**src/rtl/ula_op_sequencer_if.sv**
```systemverilog
// Request, datapath and response signals of the ULA op sequencer.
// Sequencer side is the slave (serves requests); master is the requester/datapath environment.
interface ula_op_sequencer_if #(
    parameter int W = 8
);
    logic         in_valid;
    logic         in_ready;
    logic [2:0]   in_op;
    logic [W-1:0] in_a;
    logic [W-1:0] in_b;
    logic [W-1:0] opa;
    logic [W-1:0] opb;
    logic [2:0]   sel;
    logic         mc_start;
    logic         mc_done;
    logic [W-1:0] mux_y;
    logic         out_valid;
    logic         out_ready;
    logic [W-1:0] out_y;
    logic [1:0]   out_err;

    modport slave (
        input  in_valid, in_op, in_a, in_b, mc_done, mux_y, out_ready,
        output in_ready, opa, opb, sel, mc_start, out_valid, out_y, out_err
    );

    modport master (
        output in_valid, in_op, in_a, in_b, mc_done, mux_y, out_ready,
        input  in_ready, opa, opb, sel, mc_start, out_valid, out_y, out_err
    );
endinterface

```
**src/rtl/ula_op_sequencer.sv**
```systemverilog
// Purpose: drives operands/select of the ULA mux for one request at a time, start/done for DIV/MULT.
// Latency: 1 cycle (error shortcuts), 2 (logic/arith), mc_done+1 or TIMEOUT+2 (DIV/MULT).
// Backpressure: in_ready only in IDLE, no skid; response held in RESP until out_ready.
module ula_op_sequencer #(
    parameter int W       = 8,
    parameter int TIMEOUT = 255
) (
    input  logic              clk,
    input  logic              rst,
    ula_op_sequencer_if.slave bus
);
    typedef enum logic [2:0] {IDLE, EXEC, START, WAIT, RESP} state_t;

    localparam logic [2:0] OP_DIV    = 3'b000;
    localparam logic [2:0] OP_MULT   = 3'b110;
    localparam logic [2:0] OP_ILL    = 3'b111;
    localparam logic [1:0] ERR_OK    = 2'b00;
    localparam logic [1:0] ERR_DIV0  = 2'b01;
    localparam logic [1:0] ERR_ILL   = 2'b10;
    localparam logic [1:0] ERR_TMO   = 2'b11;
    localparam logic [7:0] TIMEOUT_C = 8'(TIMEOUT);

    state_t       state, state_nxt;
    logic [W-1:0] opa_q, opb_q, out_y_q;
    logic [2:0]   sel_q;
    logic [1:0]   out_err_q;
    logic [7:0]   cnt, cnt_inc;
    logic         in_ready_c, mc_start_c, out_valid_c;
    logic         accept, b_zero, timeout_hit;

    assign accept      = bus.in_valid && in_ready_c;
    assign b_zero      = (bus.in_b == '0);
    // Saturating wait counter; the post-increment value is what reaches TIMEOUT.
    assign cnt_inc     = (cnt == 8'hFF) ? cnt : cnt + 8'd1;
    assign timeout_hit = (cnt_inc == TIMEOUT_C);

    always_ff @(posedge clk) begin
        if (rst) state <= IDLE;
        else     state <= state_nxt;
    end

    always_comb begin
        state_nxt = state;
        case (state)
            IDLE: begin
                if (accept) begin
                    if (bus.in_op == OP_ILL)       state_nxt = RESP;
                    else if (bus.in_op == OP_MULT) state_nxt = START;
                    else if (bus.in_op == OP_DIV)  state_nxt = b_zero ? RESP : START;
                    else                           state_nxt = EXEC;
                end
            end
            EXEC:    state_nxt = RESP;
            START:   state_nxt = WAIT;
            WAIT:    if (bus.mc_done || timeout_hit) state_nxt = RESP;
            RESP:    if (bus.out_ready) state_nxt = IDLE;
            default: state_nxt = IDLE;
        endcase
    end

    always_comb begin
        in_ready_c  = (state == IDLE) && !rst;
        mc_start_c  = (state == START);
        out_valid_c = (state == RESP);
    end

    always_ff @(posedge clk) begin
        if (rst) begin
            opa_q     <= '0;
            opb_q     <= '0;
            sel_q     <= '0;
            out_y_q   <= '0;
            out_err_q <= ERR_OK;
            cnt       <= '0;
        end else begin
            case (state)
                IDLE: begin
                    if (accept) begin
                        opa_q <= bus.in_a;
                        opb_q <= bus.in_b;
                        sel_q <= bus.in_op;
                        if (bus.in_op == OP_ILL) begin
                            out_y_q   <= '0;
                            out_err_q <= ERR_ILL;
                        end else if (bus.in_op == OP_DIV && b_zero) begin
                            out_y_q   <= '0;
                            out_err_q <= ERR_DIV0;
                        end
                    end
                end
                EXEC: begin
                    out_y_q   <= bus.mux_y;
                    out_err_q <= ERR_OK;
                end
                START: cnt <= '0;
                WAIT: begin
                    cnt <= cnt_inc;
                    // mc_done beats a simultaneous timeout.
                    if (bus.mc_done) begin
                        out_y_q   <= bus.mux_y;
                        out_err_q <= ERR_OK;
                    end else if (timeout_hit) begin
                        out_y_q   <= '0;
                        out_err_q <= ERR_TMO;
                    end
                end
                default: ;
            endcase
        end
    end

    assign bus.in_ready  = in_ready_c;
    assign bus.mc_start  = mc_start_c;
    assign bus.out_valid = out_valid_c;
    assign bus.opa       = opa_q;
    assign bus.opb       = opb_q;
    assign bus.sel       = sel_q;
    assign bus.out_y     = out_y_q;
    assign bus.out_err   = out_err_q;
endmodule

```
**src/flat_wrapper.sv**
```systemverilog
// flat-port wrapper written by rule: the top's interface ports become plain ports
module ula_op_sequencer_flat 
#(
    parameter int W       = 8,
    parameter int TIMEOUT = 255
)
  (clk, rst, bus_in_valid, bus_in_op, bus_in_a, bus_in_b, bus_mc_done, bus_mux_y, bus_out_ready, bus_in_ready, bus_opa, bus_opb, bus_sel, bus_mc_start, bus_out_valid, bus_out_y, bus_out_err);
  ula_op_sequencer_if #(.W(W)) bus_i ();
  input  logic clk;
  input  logic rst;
  input wire logic [$bits(bus_i.in_valid)-1:0] bus_in_valid;
  input wire logic [$bits(bus_i.in_op)-1:0] bus_in_op;
  input wire logic [$bits(bus_i.in_a)-1:0] bus_in_a;
  input wire logic [$bits(bus_i.in_b)-1:0] bus_in_b;
  input wire logic [$bits(bus_i.mc_done)-1:0] bus_mc_done;
  input wire logic [$bits(bus_i.mux_y)-1:0] bus_mux_y;
  input wire logic [$bits(bus_i.out_ready)-1:0] bus_out_ready;
  output wire logic [$bits(bus_i.in_ready)-1:0] bus_in_ready;
  output wire logic [$bits(bus_i.opa)-1:0] bus_opa;
  output wire logic [$bits(bus_i.opb)-1:0] bus_opb;
  output wire logic [$bits(bus_i.sel)-1:0] bus_sel;
  output wire logic [$bits(bus_i.mc_start)-1:0] bus_mc_start;
  output wire logic [$bits(bus_i.out_valid)-1:0] bus_out_valid;
  output wire logic [$bits(bus_i.out_y)-1:0] bus_out_y;
  output wire logic [$bits(bus_i.out_err)-1:0] bus_out_err;
  assign bus_i.in_valid = bus_in_valid;
  assign bus_i.in_op = bus_in_op;
  assign bus_i.in_a = bus_in_a;
  assign bus_i.in_b = bus_in_b;
  assign bus_i.mc_done = bus_mc_done;
  assign bus_i.mux_y = bus_mux_y;
  assign bus_i.out_ready = bus_out_ready;
  assign bus_in_ready = bus_i.in_ready;
  assign bus_opa = bus_i.opa;
  assign bus_opb = bus_i.opb;
  assign bus_sel = bus_i.sel;
  assign bus_mc_start = bus_i.mc_start;
  assign bus_out_valid = bus_i.out_valid;
  assign bus_out_y = bus_i.out_y;
  assign bus_out_err = bus_i.out_err;
  ula_op_sequencer #(.W(W), .TIMEOUT(TIMEOUT)) u_core (.clk(clk), .rst(rst), .bus(bus_i));
endmodule
```
**config.mk**
```make
export PLATFORM = sky130hd
export DESIGN_NAME = ula_op_sequencer_flat
export DESIGN_NICKNAME = d
export VERILOG_FILES = /design/src/rtl/ula_op_sequencer_if.sv /design/src/rtl/ula_op_sequencer.sv /design/src/flat_wrapper.sv
export SDC_FILE = /design/constraint.sdc
export NUM_CORES = 1
export LEC_CHECK = 0
export CAP_MARGIN = 20
export CORE_AREA = 2 2 67 69
export CTS_BUF_LIST = sky130_fd_sc_hd__clkbuf_4 sky130_fd_sc_hd__clkbuf_8 sky130_fd_sc_hd__clkbuf_16
export DETAILED_ROUTE_END_ITERATION = 16
export DIE_AREA = 0 0 69 71
export PLACE_DENSITY = 0.82
export SYNTH_ARGS = -nofsm -noshare
export SYNTH_HDL_FRONTEND = slang
export SYNTH_SLANG_ARGS = --single-unit
```
**constraint.sdc**
```tcl
create_clock -name clk -period 5.7 [get_ports clk]
set_clock_uncertainty 0.15 [all_clocks]
set_input_delay 0.57 -clock clk [delete_from_list [all_inputs] [get_ports clk]]
set_output_delay 0.57 -clock clk [all_outputs]
set_load 0.05 [all_outputs]
```
[Word-level counts from Yosys, hierarchy flattened]
Index checks and enable logic that the tools add are counted.
Word-level totals
  register bits: 40
  input bits: 32
  logic and storage cells: 56
Operators by class
  $add $sub $neg: 1
  equality and inequality tests: 13
  mux-type cells: 22
  reduce and logical (&&, ||, !) cells: 13
Operators by type and width (count)
  $mux W8: 6
  $pmux W8 S3: 1
  $mux W3: 7
  $eq A8 B8 Y1 const B: 2
  $pmux W8 S2: 1
  $pmux W3 S5: 1
  $mux W2: 5
  $eq A3 B3 Y1 const B: 3
  $add A8 B1 Y8 const B: 1
  $logic_not A8 Y1: 1
  $eq A3 B2 Y1 const B: 2
  $logic_not A3 Y1: 2
  $pmux W2 S3: 1
  $ne A2 B1 Y1 const B: 2
  $reduce_and A4 Y1: 1
  $eq A3 B1 Y1 const B: 1
  $logic_and A1 B1 Y1: 3
  $ne A3 B2 Y1 const B: 1
  $ne A3 B3 Y1 const B: 1
  $reduce_and A3 Y1: 1
  $reduce_bool A3 Y1: 1
  $ne A2 B2 Y1 const B: 1
  $reduce_and A2 Y1: 1
  $reduce_bool A2 Y1: 1
  other kinds (2): 2

[Logic depth before layout (Yosys ltp)]
  depth after elaboration: 7
  depth in mapped cells: 8
  gate-level depth less buffers: 6

[Least setup slack after synthesis]
OpenSTA, ideal clock, no wires.
  path type: register to register
  start: register u_core.state[1]
  end: register u_core.state[0]
  arrival: 2.178 ns
  data required time: 5.425 ns
  setup slack: 3.248 ns
  stages on the path, launching flop included: 7
  path buffers: 1
  period minus slack after synthesis: 2.452 ns
  cell sequence: dfxtp_1 buf_4 nor3b_1 nor2b_1 or3_1 or2_1 o22ai_1
Between the ends
  elaborated cells on any way between the ends: 12
  classes of those cells: 7 x eq/ne; 1 x mux; 4 x reduce/logical
RTL lines
  from (decl): line ula_op_sequencer.sv:23  | state_t state, state_nxt;
  from (signal assigned): line ula_op_sequencer.sv:39  | else state <= state_nxt;
  $eq A3 B3 Y1 (*)
  named net bus_out_valid: line flat_wrapper.sv:23  | output wire logic [$bits(bus_i.out_valid)-1:0] bus_out_valid;
  $ne A2 B2 Y1 (no line)
  $reduce_and A3 Y1 (no line)
Mark *: on every way through the listed nets, which the timed path passes. The rest lies on a longest branch.
A chain may end at the register's enable or synchronous reset.

[Worst setup path after layout]
  start: input rst
  end: output bus_in_ready
Between the ends
  cells in the longest elaborated chain, start to end: 2
Ends and longest elaborated chain
  from (decl): line flat_wrapper.sv:10  | input logic rst;
  $logic_not A1 Y1: line ula_op_sequencer.sv:62  | in_ready_c = (state == IDLE) && !rst;
  $logic_and A1 B1 Y1: line ula_op_sequencer.sv:62
  to (decl): line flat_wrapper.sv:18  | output wire logic [$bits(bus_i.in_ready)-1:0] bus_in_ready;
No other way between the ends.

==> summary.md <==
| Metric | Value |
|---|---|
| Total CTS buffers | `5` |
| CTS tree | `yes` |
| Cell Rows | `24` |
| Number of synthesized register bits | `40` |
| Clk pwr share | `between 20% and 30%` |
| Sw Pwr | `261.7 uW` |
| Most common cell after layout, fill and taps aside | `clkdlybuf4s50_1` |
| LEAKAGE | `about 0.00098 uW` |
| Routed len/inst | `approximately 13 um` |
| Worst EP required | `~5 ns` |
| Core ar. | `about 4200 um^2` |
| Multi-input gate area | `~1000 um^2` |
| Critical path type | `in -> out` |
| Initial DRC count | `between 150 and 200` |
| Comb pwr share | `around 31%` |
| Arrival time at the worst endpoint | `2.61 ns` |
| Final setup viols | `0` |
| Via count | `~1.9k` |
| Fillcell total | `between 300 and 400` |
| M2 GR Usage | `~30%` |
| Max VDD drop | `~0.00017 V` |
| Drt drc | `0` |
| Worst reg-to-reg path cell count | `6` |
| Status | `complete, no violations` |
| Slew @ Worst Pin | `between 0.8 and 0.9 ns` |
| Path category of the worst min-delay check | `reg -> reg` |
| Slew headroom | `around 43%` |
| Final cell count without fillers | `354` |
| FF-to-FF setup slack | `around 3.6 ns` |
| Cells after Synth | `between 200 and 250` |
| CTS Sinks | `40` |
| Synthesized net count | `about 280` |
| Most frequent cells in the layout | `63 x clkdlybuf4s50_1, 61 x nand2_1, 40 x dfxtp_1` |
| Worst Setup SP | `rst` |
| Sw frac | `about a third` |
| FF+latch area | `around 800 um^2` |
| WL final | `roughly 4600 um` |
| Hold_sp | `u_core.bus.sel[2]$_SDFFE_PP0P_` |
| Global route hottest layer | `met2` |
| Die W | `69 um` |
| Number of synthesized flops with an enable pin | `0` |
| MaxCap Viol Count | `0` |
| Root buffer selected by CTS | `clkbuf_8` |
| Detail Route Antenna Nets | `0` |
| Startpoint Class | `input port` |
| # Post-CTS Setup Buffers | `0` |
| Share of cells above drive strength 1 | `under 10%` |
| IO Pins | `64` |
| Library cells used by synthesis | `50` |
| Via density | `5.480` |
| Met3 Usage GRT | `about 6.6%` |
| Fmax | `~300 MHz` |
| Layout area overhead | `35.89%` |
| Vias in the first global route | `about 1.8k` |
| Sequential share of the synthesized area | `~41%` |
| Gpl congestion | `between 0.8 and 0.9` |
| First-pass GRT wire length | `between 7000 and 8000 um` |
| Synthesized area | `slightly below 2000 um^2` |
| RSZ-0062 raised after global routing | `no` |
| CTS resizes | `0` |
| Clk buf depth | `2` |
| Met1 Resource Use GR | `about a quarter` |
| Initial antenna violation count | `0` |
| Syn Area/Cell | `between 7 and 8 um^2` |
| Hpwl dp | `about 3300 um` |
| Final #Nets | `around 330` |
| Clk_lat worst skew | `0.29 ns` |
| Period minus WS final | `roughly 3.3 ns` |
| Initial core utilization | `about 47%` |
| CP Capture Type | `primary output` |
| DR pass1 iterations | `4` |
| GRT Overall Usage | `between 10% and 20%` |
| P per Cell Area | `about 290 nW/um^2` |
| Fraction of registers with async set/reset | `0%` |
| P_int | `502.2 uW` |
| H-tree depth | `2` |
| Top_reg_cell synth | `dfxtp_1` |
| Worst hold path depth | `2` |
| Period utilization | `slightly below 60%` |
| Die H | `around 71 um` |
| Cts hold-fix bufs | `0` |
| Max-slew violation count | `0` |
| Inst Count DP | `~350` |
| Setup tns final | `0 ns` |
| Largest net degree at the start of global routing | `29` |
| Diode count | `0` |
| Die area | `a little under 5000 um^2` |
| Hold Fails Final Rpt | `0` |
| IO buf count | `63` |
| Yosys warning total | `0` |
| Sequential Power Share | `a little over two fifths` |
| CP Max Fanout | `22` |
| Reg2reg start | `u_core.cnt[0]$_SDFFE_PP0P_` |
| Post-layout util | `roughly 63%` |
| Clock-pin slew on the worst setup and hold paths | `about 0.070 ns` |
| GR Overflow Total | `0` |
[cell usage after synthesis (4+ instances only)]
cell type	n	area (um^2)
nand2_1	61	229.0
dfxtp_1	40	800.8
nand3_1	21	105.1
nor2_1	16	60.06
a21oi_1	12	60.06
o31ai_1	9	67.56
o22a_1	8	70.07
nor3_1	6	30.03
buf_2	5	25.02
o21ai_0	5	25.02
nor2b_1	4	25.02
[metrics by stage]
stage	total power (uW)	setup slack [ns]	hold WS [ns]	area, um^2
detailed placement	565.0	2.401	0.2939	2555
CTS	767.3	2.370	0.3056	2653
floorplan	484.6	3.248	0.3077	1956
global route	797.2	2.324	0.3304	2658
finish	763.9	2.371	0.3025	2658
global placement	562.9	2.378	0.2903	2555
[flip-flops by register name (all words and copies together), names as in the netlist]
name and count:
u_core.bus.sel 3, u_core.cnt 8, u_core.state 3, u_core.bus.opb 8, u_core.bus.opa 8, u_core.bus.out_err 2, u_core.bus.out_y 8
[metal layers]
metal / vias to the layer above / share of wire (%)
met3: 4 / 10
met4: 0 / 0.99
met5: - / 0
li1: 981 / -
met1: 874 / 45
met2: 81 / 44
[worst max-delay path: stages]
cell and delay (ns):
clkdlybuf4s50_1 0.85, nor2_2 0.34, clkdlybuf4s50_1 0.84
[worst paths after layout]
path,end
hold / removal,u_core.bus.sel[2]$_SDFFE_PP0P_
setup / recovery,bus_in_ready
setup reg to reg,u_core.state[2]$_SDFFE_PP0P_
hold reg to reg,u_core.bus.sel[2]$_SDFFE_PP0P_
[cells by family after synthesis]
group,share of synthesized area [%]
flops,40.95
fa+ha+maj,0.6397
simple gates,33.65
buf+inv,5.502
compound gates,19.26
[power by group through the flow]
stage                     registers (uW)  clock network [uW]  logic [uW]
after CTS                            322                 207         238
after global routing                 325                 218         254
after detailed placement             327                   0         237
after floorplan                      400                   0        84.9
final                                322                 204         238
after global placement               327                   0         236
[final cells by class]
type	instances	share of cell area, %
sequential	40	30.13
inverter	3	0.4237
multi-input combinational	187	39.41
tap	52	2.448
timing repair buffer	64	23.92
clock buffer	8	3.672
Note: power is estimated with default switching activity, not from simulation.
